**src/rtl/hex_seg_decoder.sv**
```systemverilog
// hex_seg_decoder: reads back time-multiplexed active-low 7-segment digits, filters each
// digit for stability, decodes to nibbles and hands out whole frames over valid/ready.
module hex_seg_decoder #(
    parameter int NUM_DIGITS = 2,
    parameter int STABLE_CNT = 4,
    localparam int IW = (NUM_DIGITS > 1) ? $clog2(NUM_DIGITS) : 1,
    localparam int CW = $clog2(STABLE_CNT + 1)
) (
    input  logic                    clk,
    input  logic                    rst_n,
    input  logic [6:0]              seg_in,
    input  logic                    seg_strobe,
    input  logic [IW-1:0]           digit_idx,
    output logic [4*NUM_DIGITS-1:0] out_value,
    output logic                    out_valid,
    input  logic                    out_ready,
    output logic                    err_pattern,
    output logic                    overrun
);
    localparam logic [CW-1:0] FULL = CW'(STABLE_CNT);
    localparam logic [CW-1:0] ONE  = CW'(1);
    localparam logic [IW:0]   ND   = (IW + 1)'(NUM_DIGITS);

    logic [NUM_DIGITS-1:0][6:0]    last_pat;
    logic [NUM_DIGITS-1:0][CW-1:0] cnt;
    logic [NUM_DIGITS-1:0]         done, done_n;
    logic [NUM_DIGITS-1:0][3:0]    nib, nib_n;
    logic                          sel, same, confirm, complete, dec_ok;
    logic [CW-1:0]                 old_cnt, new_cnt;
    logic [3:0]                    dec_val;

    // {valid, nibble}; only exact table matches decode
    function automatic logic [4:0] decode(input logic [6:0] p);
        case (p)
            7'h40: decode = 5'h10;
            7'h79: decode = 5'h11;
            7'h24: decode = 5'h12;
            7'h30: decode = 5'h13;
            7'h19: decode = 5'h14;
            7'h12: decode = 5'h15;
            7'h02: decode = 5'h16;
            7'h78: decode = 5'h17;
            7'h00: decode = 5'h18;
            7'h10: decode = 5'h19;
            7'h08: decode = 5'h1A;
            7'h03: decode = 5'h1B;
            7'h46: decode = 5'h1C;
            7'h21: decode = 5'h1D;
            7'h06: decode = 5'h1E;
            7'h0E: decode = 5'h1F;
            default: decode = 5'h00;
        endcase
    endfunction

    always_comb begin
        sel      = seg_strobe && ({1'b0, digit_idx} < ND);
        same     = seg_in == last_pat[digit_idx];
        old_cnt  = cnt[digit_idx];
        new_cnt  = !same ? ONE : (old_cnt == FULL) ? FULL : old_cnt + ONE;
        // a changed pattern always restarts the count, so it may confirm when STABLE_CNT=1
        confirm  = sel && (new_cnt == FULL) && (!same || old_cnt != FULL);
        {dec_ok, dec_val} = decode(seg_in);
        done_n   = done;
        nib_n    = nib;
        if (confirm) begin
            done_n[digit_idx] = dec_ok;
            if (dec_ok)
                nib_n[digit_idx] = dec_val;
        end
        complete = &done_n;
    end

    always_ff @(posedge clk or negedge rst_n) begin
        if (!rst_n) begin
            last_pat    <= {NUM_DIGITS{7'h7F}};
            cnt         <= '0;
            done        <= '0;
            nib         <= '0;
            out_value   <= '0;
            out_valid   <= 1'b0;
            err_pattern <= 1'b0;
            overrun     <= 1'b0;
        end else begin
            if (sel) begin
                last_pat[digit_idx] <= seg_in;
                cnt[digit_idx]      <= new_cnt;
            end
            nib         <= nib_n;
            done        <= complete ? '0 : done_n;
            err_pattern <= confirm && !dec_ok;
            overrun     <= complete && out_valid && !out_ready;
            if (complete && (!out_valid || out_ready)) begin
                out_value <= nib_n;
                out_valid <= 1'b1;
            end else if (!complete && out_valid && out_ready) begin
                out_valid <= 1'b0;
            end
        end
    end
endmodule

```
**config.mk**
```make
export PLATFORM = sky130hd
export DESIGN_NAME = hex_seg_decoder
export DESIGN_NICKNAME = d
export VERILOG_FILES = /design/src/rtl/hex_seg_decoder.sv
export SDC_FILE = /design/constraint.sdc
export NUM_CORES = 1
export LEC_CHECK = 0
export ABC_AREA = 1
export BUFFER_PORTS_ARGS = -buffer_cell sky130_fd_sc_hd__buf_2
export CORE_UTILIZATION = 60
export CTS_CLUSTER_DIAMETER = 50
export CTS_CLUSTER_SIZE = 40
export DETAILED_ROUTE_END_ITERATION = 6
export PLACE_DENSITY_LB_ADDON = 0.2
export SLEW_MARGIN = 20
export SYNTH_ARGS = -nofsm -noshare
export SYNTH_HDL_FRONTEND = slang
export SYNTH_SLANG_ARGS = --single-unit
```
**constraint.sdc**
```tcl
create_clock -name clk -period 6.2 [get_ports clk]
set_clock_uncertainty 0.1 [all_clocks]
set_input_delay 1.24 -clock clk [delete_from_list [all_inputs] [get_ports clk]]
set_output_delay 1.24 -clock clk [all_outputs]
set_load 0.1 [all_outputs]
```
After elaboration in Yosys (flattened, before gate mapping). Index checks and enable logic that the tools add are counted.

Flip-flop bits (word level): 41. Memories: 0. RAM bits: 0. Word-level logic and storage cells: 77. Input bits: 12. Bits in latches: 0. ROM bits: 0.

$add $sub $neg: 1. Multiplexer cells: 25. Equal/unequal tests: 19. Reductions and logical operators: 19. Multipliers: 0. Shift operators: 0. Divide/modulo/power cells: 0. Bitwise operators: 0. Magnitude comparators: 2.

Operators with widths (count): 5-bit case mux with 16 select lines (1); 7-bit == test (second input constant) (4); 7-bit by 5-bit == test with 1-bit output (second input constant) (3); 7-bit by 6-bit == test with 1-bit output (second input constant) (3); 7-bit 2-to-1 mux (3); 8-bit 2-to-1 mux (2); 3-bit 2-to-1 mux (5); 14-bit bitwise mux (1); 7-bit by 2-bit == test with 1-bit output (second input constant) (2); 7-bit by 4-bit == test with 1-bit output (second input constant) (2); 1-bit logical AND (9); 8-bit bitwise mux (1); 7-bit demux with 1-bit select (1); 7-bit by 3-bit == test with 1-bit output (second input constant) (1); 7-bit == test (1); 7-bit zero test (1); 6-bit bitwise mux (1); 3-bit == test (second input constant) (2); 1-bit zero test (5); 4-bit demux with 1-bit select (1); 2-bit 2-to-1 mux (2); 4-bit 2-to-1 mux (1); 3-bit by 1-bit adder with 3-bit output (second input constant) (1); 3-bit demux with 1-bit select (1); 9 further kinds (12).

Longest topological paths before layout. Gate-level depths: netlist of the first run.

Depth in word-level cells: 15. Gate-level depth with buffers: 19. Mapped depth without buffers: 18.

Worst setup path before layout of the first run. OpenSTA, ideal clock, no wires.

Path kind: input to register. From: input digit_idx. To: register out_value[0]. Path slack: 3075 ps. Arrival time: 2958 ps. Path buffers: 1. Library setup time: 68 ps. Cell stages on the path: 17. Cells stage by stage: inv_2 buf_6 nand2_1 nand2_1 inv_1 ha_1 nor2_1 nand3_1 inv_1 nand4_2 nor2_2 o21ai_4 nand2_2 nand2_2 nor2_4 nand2_1 nand2_1.

Word-level cells in the longest chain between the ends: 11. Elaborated cells on any way between the ends: 29. Those cells by class: add/sub: 1; order compare: 2; eq/ne: 4; mux: 15; reduce/logical: 7.

RTL lines: start, declared (RTL line 13) `input logic [IW-1:0] digit_idx,`; 3-bit 2-to-1 mux (not written as such) (2 in series) (RTL line 58) `old_cnt = cnt[digit_idx];`; 3-bit by 1-bit adder with 3-bit output or 3-bit == test (tied branches) (RTL line 59) `new_cnt = !same ? ONE : (old_cnt == FULL) ? FULL : old_cnt + ONE;`; 3-bit 2-to-1 mux (2 in series) (RTL line 59); 3-bit == test (RTL line 61) `confirm = sel && (new_cnt == FULL) && (!same || old_cnt != FULL);`; 1-bit logical AND (2 in series) (RTL line 61); 2-bit 2-to-1 mux (RTL line 65) `if (confirm) begin`; 2-bit AND reduction (RTL line 70) `complete = &done_n;`; 1-bit logical AND (RTL line 92) `if (complete && (!out_valid || out_ready)) begin`; end signal, assigned (RTL line 93) `out_value <= nib_n;`; end, declared (RTL line 14) `output logic [4*NUM_DIGITS-1:0] out_value,`.

Several ways; a longest one is shown, not always the timed one. The select of a mux whose other input is x is not followed. A chain may end at the register's enable or synchronous reset.

Worst setup path after layout of the first run.
From: input digit_idx. To: register out_value[1].

The elaborated chain is that of the path after synthesis.

==> results of run 1 <==
## layout make-up
class                   count  area [um2]  area share
multi-input cells         234        1100       0.429
flip-flops and latches     41        1040       0.407
inverters                  42         158      0.0615
repair buffers             22         110      0.0429
clock buffers               7        86.3      0.0337
well taps                  48        60.1      0.0234
clock inverters             1        7.51     0.00293
## path summary, 6_finish.rpt
check                           slack (ns)           end          from
worst max register to register        3.92  out_value[1]        cnt[3]
worst max-delay path                  2.77  out_value[1]     digit_idx
min in group asynchronous             0.96        cnt[5]         rst_n
max in group asynchronous             4.50        nib[4]         rst_n
worst min register to register        0.38  out_value[3]  out_value[3]
worst min-delay path                  0.38  out_value[3]  out_value[3]
## power breakdown
group	switching (mW)	internal (mW)	total, mW
registers	0.00835	0.290	0.298
logic	0.0566	0.0259	0.0825
clock network	0.0896	0.0904	0.180
total	0.155	0.406	0.561
## flip-flops by register name (all words and copies together), names as in the netlist
signal / flops
nib: 8
overrun: 1
done: 2
out_value: 8
err_pattern: 1
cnt: 6
out_valid: 1
last_pat: 14
## layer usage
metal	track usage	wire (um)	vias up	part of all wire
li1	-	-	1068	-
met1	0.352	2320	946	0.48
met2	0.414	2260	42	0.47
met3	0.0563	213	6	0.044
met4	0.0861	59	0	0.012
met5	0	0	-	0
## critical path: stages
cell and delay [ns]:
buf_2 0.37, inv_2 0.23, nand2_1 0.10, nand2_1 0.08, inv_1 0.09, ha_1 0.25, nor2_1 0.11, nand3_1 0.08
inv_1 0.11, nand4_2 0.16, nor2_2 0.16, o21ai_4 0.10, nand2_2 0.10, nand2_2 0.09, nor2_4 0.18, nand2_1 0.08
nand2_1 0.06
## cell usage after synthesis (2+ instances only)
cell type,n
a21oi_1,6
a31oi_1,2
buf_4,2
buf_6,2
clkbuf_1,3
dfrtp_1,27
dfstp_2,14
ha_1,2
inv_1,37
inv_2,5
nand2_1,119
nand2_2,6
nand3_1,29
nand3_2,4
nand4_1,4
nor2_1,16
nor2_2,4
nor2_4,2
nor3_1,5
o21a_1,2
o21ai_0,27
o21ai_1,2
## metrics by stage
| stage | setup WS [ns] | instances |
|---|---|---|
| after floorplan | 3.07 | 324 |
| after global placement | 2.59 | 387 |
| after detailed placement | 2.47 | 387 |
| after CTS | 2.78 | 395 |
| after global routing | 2.56 | 395 |
| final | 2.77 | 395 |
## logic make-up after synthesis
| kind of cell | count (synthesis) | share of synthesized area |
|---|---|---|
| adders and majority gates | 2 | 0.0107 |
| AOI/OAI and AO/OA | 41 | 0.0970 |
| and+or+nand+nor | 191 | 0.360 |
| buffers and inverters | 49 | 0.0879 |
| DFF | 41 | 0.444 |
==> results.ini, run 1 <==
[synth]
synth_area_um2=2350
synth_edf_count=0
synth_top_flop_cell=dfrtp_1
synthCells=324
syn-num-nets=338
synth_top_area_frac=0.288
synth.area.top_cells=dfrtp_1 29%, nand2_1 19%, dfstp_2 16%
yosys_warnings=0
async_flop_share=1.00
yosysTopAreaCell=dfrtp_1
syn_area_per_cell_um2=7.25
netlist-cell-type-count=26
synth.yosys.seq_area_share=0.444
yosys_register_bits=41

[routing]
routedWlPerCell_um=12.3
ant_nets=0
drcViolationCount=0
drtPass1Iterations=5
drtIter0Drc=147
vias=2062
drt-total-wl_mm=4.85
vias_per_cell=5.22

[outcome]
status=complete, no violations

[placement]
dp_hpwl_mm=3.61
routabilityCongestion=0.890
placed_cell_area_um2=2470
io_buffer_count=22

[global_routing]
grt_pass1_vias=1915
grt_max_degree=42
grt-ovfl-total=0
antenna_found_initial=0
grt_first_pass_wirelength_mm=8.28
grt_usage=0.260

[pwr]
power.density_nw_per_um2=219
p_leak_nw=1.40
peakVddDrop_uv=119
power.total_uw=561

[setup_path]
arrival_ns=3.56
critPathKind=in2reg
crit_path_start_kind=input pin
required_ns=6.33
end_kind=flip-flop
r2r_cells=15
cp_max_fo=22

[die]
die_height_um=64.6
rows=22
dieArea_um2=4170
initial_core_util=0.632
die_w_um=64.6
boundaryPins=23
core_area_um2=3720

[timing]
rsz0062_at_grt=no
finalHoldViolations=0
slew_violations=0
relSlewSlack=0.419
fin_crit_ns=3.43
finalSetupViolCount=0
fmax_ghz=0.291
tightest_slew_ns=0.872
hold_slack_ns=0.378
tns_ns=0
period_share=0.554

[finish]
final_cell_mix=119 x nand2_1, 37 x inv_1, 29 x nand3_1
final_util=0.690
drive_gt1_frac=0.193
final_area_um2=2560
fillers=321
diodes=0
nNetsFinal=360
layout_commonest_cell=nand2_1
syn2layout_area_growth_pct=9.16

[clocking]
clk_pin_slew_ns=0.08
cts.repair.resized=0
cts.sinks=41
cts_root_buf=clkbuf_8
ctsHoldBuffers=0
cts_buffer_depth=2
clk-insertion-delay-late_ns=0.29
post_cts.repair.setup_buffers=0
cts_max_level=2
cts_tree=yes
cts_buffers=5

[run]
max_cap_violations=0

[min_path]
hold_depth=2
min_path_type=reg2reg

(Power assumes the default switching activity.)
==> inputs of run 2 (changes only) <==
- CORE_UTILIZATION: 60 -> 53
- clock period: 6.2 -> 2.8 ns (I/O delays scaled with it)
==> results.ini, run 2 (synthesis gave the netlist of run 1 again) <==
[timing]
slew_violations=0
tightest_slew_ns=0.902
tns_ns=0
finalSetupViolCount=0
period_share=0.840
fmax_ghz=0.425
fin_crit_ns=2.35
relSlewSlack=0.399
hold_slack_ns=0.289
finalHoldViolations=0
rsz0062_at_grt=no

[setup_path]
slowest_stage=ha_1
crit_path_start_kind=input pin
end_kind=flip-flop
required_ns=2.93
cp_max_fo=8
crit_path_cell_trace=buf_2 > inv_2 > nand2_1 > nand2_1 > inv_1 > ha_1 > nor2_1 > nand3_1 > inv_1 > nand4_2 > nor2_2 > o21ai_4 > nand2_2 > nand2_2 > nor2_4 > nand2_1 > nand2_1
cpPeakStageDelay_ns=0.31
critPathKind=in2reg
rrSetupSlack_ns=0.49
arrival_ns=2.48
crit_top_cell=nand2_1

[clocking]
cts_root_buf=clkbuf_8
cts_buffers=5
post_cts.repair.setup_buffers=0
clk-insertion-delay-late_ns=0.30
cts.sinks=41
cts_buffer_depth=2
cts.repair.resized=0
cts_max_level=2
clk_pin_slew_ns=0.08
ctsHoldBuffers=0
cts_tree=yes

[routing]
drtPass1Iterations=4
ant_nets=0
drt-total-wl_mm=4.79
drtIter0Drc=160
vias_per_cell=5.15
vias=2060
routedWlPerCell_um=12.0
drcViolationCount=0

[global_routing]
grt_pass1_vias=1803
met2_usage=0.363
grt_util_met1=0.328
antenna_found_initial=0
top_usage_layer=met2
use_met3=0.0461
grt_usage=0.234
grt-ovfl-total=0
grt_max_degree=42
grt_first_pass_wirelength_mm=8.11

[finish]
seq_area_um2=1040
fillers=375
top_register=last_pat
diodes=0
drive_gt1_frac=0.203
multi_input_area_um2=1100
final_cell_mix=119 x nand2_1, 37 x inv_1, 29 x nand3_1
top_regs=last_pat x14, nib x8, out_value x8
largest_reg_flops=14
layout_commonest_cell=nand2_1
nNetsFinal=363
syn2layout_area_growth_pct=11.9

[die]
rows=23
die_w_um=68.6
core_area_um2=4120
die_height_um=68.6
dieArea_um2=4700
boundaryPins=23
initial_core_util=0.571

[placement]
routabilityCongestion=0.925
io_buffer_count=22
dp_hpwl_mm=3.59

[pwr]
power.density_nw_per_um2=535
peakVddDrop_uv=285
p_leak_nw=1.44

[run]
max_cap_violations=0

[min_path]
min_path_type=in2async

[outcome]
status=complete, no violations

-- run 2: cell types whose count changed in the layout (fill, tap and decap cells not counted) --
| cell | delta |
|---|---|
| clkbuf_8 | -1 |
| clkinvlp_4 | -1 |
| buf_4 | +3 |
| clkbuf_1 | -1 |
| clkinv_2 | +1 |
| bufinv_16 | +2 |
-- run 2: worst paths after layout --
kind                              startpoint      endpoint  cells past startpoint
worst max-delay path               digit_idx  out_value[4]                     17
worst min-delay path                   rst_n        cnt[2]                      1
worst max register to register        cnt[1]  out_value[4]                     13
worst min register to register  out_value[7]  out_value[7]                      2
max in group asynchronous              rst_n        nib[1]                      1
min in group clk                out_value[7]  out_value[7]                      2
-- run 2: layout make-up --
class / count / area share
timing repair buffer: 25 / 0.0505
tap: 50 / 0.0238
clock inverter: 3 / 0.0248
clock buffer: 5 / 0.0262
multi-input combinational: 234 / 0.418
sequential: 41 / 0.397
inverter: 42 / 0.0600
-- run 2: metrics by stage --
stage | power (mW) | std cells | cell area [um2] | setup WS [ns] | utilization
6_report | 1.41 | 400 | 2630 | 0.448 | 0.639
3_5_place_dp | 0.855 | 392 | 2490 | 0.151 | 0.606
2_1_floorplan | 0.801 | 324 | 2350 | 0.355 | -
3_3_place_gp | 0.850 | 392 | 2490 | 0.244 | 0.606
4_1_cts | 1.42 | 400 | 2630 | 0.440 | 0.639
5_1_grt | 1.48 | 400 | 2630 | 0.166 | 0.639
-- run 2: critical path: cells and delay by family --
kind | cells | cell delay (ns)
AND/OR/NAND/NOR | 11 | 1.14
adder cells (fa/ha/maj) | 1 | 0.31
AO/OA/AOI/OAI | 1 | 0.11
buffers and inverters | 4 | 0.35
-- run 2: report_power, final --
part	leakage [nW]	switching [mW]	internal, mW
Combinational	0.851	0.125	0.0601
Sequential	0.517	0.0181	0.642
Clock	0.0681	0.207	0.354
-- run 2: metal layers --
| layer | vias to the layer above | part of all wire |
|---|---|---|
| li1 | 1070 | - |
| met1 | 934 | 0.52 |
| met3 | 7 | 0.042 |
| met5 | - | 0 |
| met4 | 0 | 0.010 |
| met2 | 49 | 0.43 |
==> inputs of run 3 (changes only) <==
- clock period: 2.8 -> 1.9 ns (I/O delays scaled with it)
==> results.ini, run 3 (synthesis gave the netlist of run 1 again) <==
[finish]
top_register=last_pat
syn2layout_area_growth_pct=43.2
final_cell_mix=100 x nand2_1, 52 x buf_4, 32 x inv_1
final_util=0.817
largest_reg_flops=14
top_regs=last_pat x14, nib x8, out_value x8
drive_gt1_frac=0.427
diodes=0
nNetsFinal=423
layout_commonest_cell=nand2_1

[placement]
io_buffer_count=22
routabilityCongestion=0.887
dp_hpwl_mm=4.13
dp_slack_ns=-0.506

[setup_path]
slowest_stage=dfrtp_1
end_kind=flip-flop
cpPeakStageDelay_ns=0.41
crit_path_cell_trace=o21ai_4 > ha_4 > nor2_2 > nand3_1 > inv_2 > nand4_4 > inv_4 > buf_6 > nand3_4 > nand2_1 > o21ai_2 > nand2_1 > nand2_1
cp_max_fo=6
arrival_ns=2.30
crit_family=simple AND/OR/NAND/NOR gates
critPathKind=reg2reg
crit_path_start_kind=flip-flop
crit_top_cell=nand2_1
required_ns=1.99
reg2reg_from=cnt[1]
cp-startpoint=cnt[1]
crit_buf_inv=3

[timing]
finalHoldViolations=0
finalSetupViolCount=20
hold_slack_ns=0.249
slew_violations=0
fmax_ghz=0.452
rsz0062_at_grt=yes
tightest_slew_ns=0.506
period_share=1.16
relSlewSlack=0.665
fin_crit_ns=2.21
setup_ws_ns=-0.312
tns_ns=-4.33

[clocking]
cts_root_buf=clkbuf_8
clk_pin_slew_ns=0.08
cts.sinks=41
cts_max_level=2
cts_buffers=5
cts_tree=yes
clk-insertion-delay-late_ns=0.29
cts_buffer_depth=2

[die]
die_height_um=68.6
dieArea_um2=4700
initial_core_util=0.571
rows=23
boundaryPins=23
die_w_um=68.6
core_area_um2=4120

[routing]
routedWlPerCell_um=14.5
drt-total-wl_mm=6.69
drtPass1Iterations=4
drcViolationCount=0
vias_per_cell=5.29
vias=2435
drtIter0Drc=121
ant_nets=0

[pwr]
internal-power_mw=1.44
p_leak_nw=1.81
peakVddDrop_uv=394
p_switching_uw=595
p_clk_frac=0.298
sw_frac_of_total=0.292
power.density_nw_per_um2=605
pwr-share-comb=0.224
p_seq_frac=0.478

[global_routing]
grt_first_pass_wirelength_mm=9.32
antenna_found_initial=0
grt_usage=0.272
grt_pass1_vias=2129
grt_max_degree=27
grt-ovfl-total=0

[min_path]
hp-start=seg_in[5]
min_path_type=in2reg

[outcome]
violations=negative setup slack
status=complete, but fails checks

[run]
max_cap_violations=0

[run 3: changes by cell type in the layout (fill, tap and decap cells not counted), moves of 3 or more]
cell,before,now
inv_1,37,32
o21ai_0,27,18
o21ai_4,1,4
buf_12,0,4
nor2_2,4,7
nand2_1,119,100
buf_4,3,52
nand2_4,0,9
nand2_2,6,16
nor2_1,16,11
inv_2,5,8
o21ai_2,0,7
buf_6,0,6
[run 3: tightest hold or removal path, delay by kind of cell]
family          cells  cell delay (ns)
compound gates      1             0.06
simple gates        1             0.06
buf+inv             1             0.13
[run 3: repair_timing]
| action | CTS | global route |
|---|---|---|
| gates cloned | 0 | 0 |
| resized for setup | 14 | 50 |
| endpoints found under the setup margin | 19 | 24 |
| endpoints found under the hold margin | 14 | 0 |
| hold buffers | 1 | 0 |
| pin swaps | 14 | 9 |
| setup buffers | 7 | 4 |
[run 3: cell type report]
cell class                 count  area, um2
clock buffer                   6       82.6
clock inverter                 2       13.8
fill                         270        752
inverter                      42        173
multi-input combinational    234       1330
sequential                    41       1040
tap                           50       62.6
timing repair buffer          85        658
[run 3: per-stage QoR]
step / cell area (um2) / total power [mW] / instances
floorplan: 2430 / 1.20 / 324
global placement: 2980 / 1.36 / 441
detailed placement: 2980 / 1.37 / 441
CTS: 3160 / 2.00 / 457
global route: 3360 / 2.14 / 460
finish: 3360 / 2.03 / 460
[run 3: path summary, 6_finish.rpt]
| path | cells after the start | slack (ns) | to |
|---|---|---|---|
| max | 13 | -0.31 | out_value[5] |
| min | 3 | 0.25 | last_pat[5] |
| max reg2reg | 13 | -0.31 | out_value[5] |
| min reg2reg | 2 | 0.38 | out_value[1] |
| max in group asynchronous | 3 | 0.72 | last_pat[13] |
| min in group asynchronous | 2 | 0.43 | cnt[5] |
[run 3: layer usage]
layer  vias to the layer above  global-route usage  wire length, um  share of wire
li1                       1197                   -                -              -
met1                      1161               0.365             2800           0.42
met2                        57               0.439             3360           0.50
met3                        20              0.0411              266          0.040
met4                         0               0.104              260          0.039
met5                         -                   0                0              0
[run 3: power by group through the flow]
stage | logic (mW) | clock network, mW | registers [mW]
after floorplan | 0.220 | 0 | 0.982
after global placement | 0.372 | 0 | 0.986
after detailed placement | 0.383 | 0 | 0.988
after CTS | 0.409 | 0.620 | 0.971
after global routing | 0.507 | 0.650 | 0.981
final | 0.455 | 0.607 | 0.972
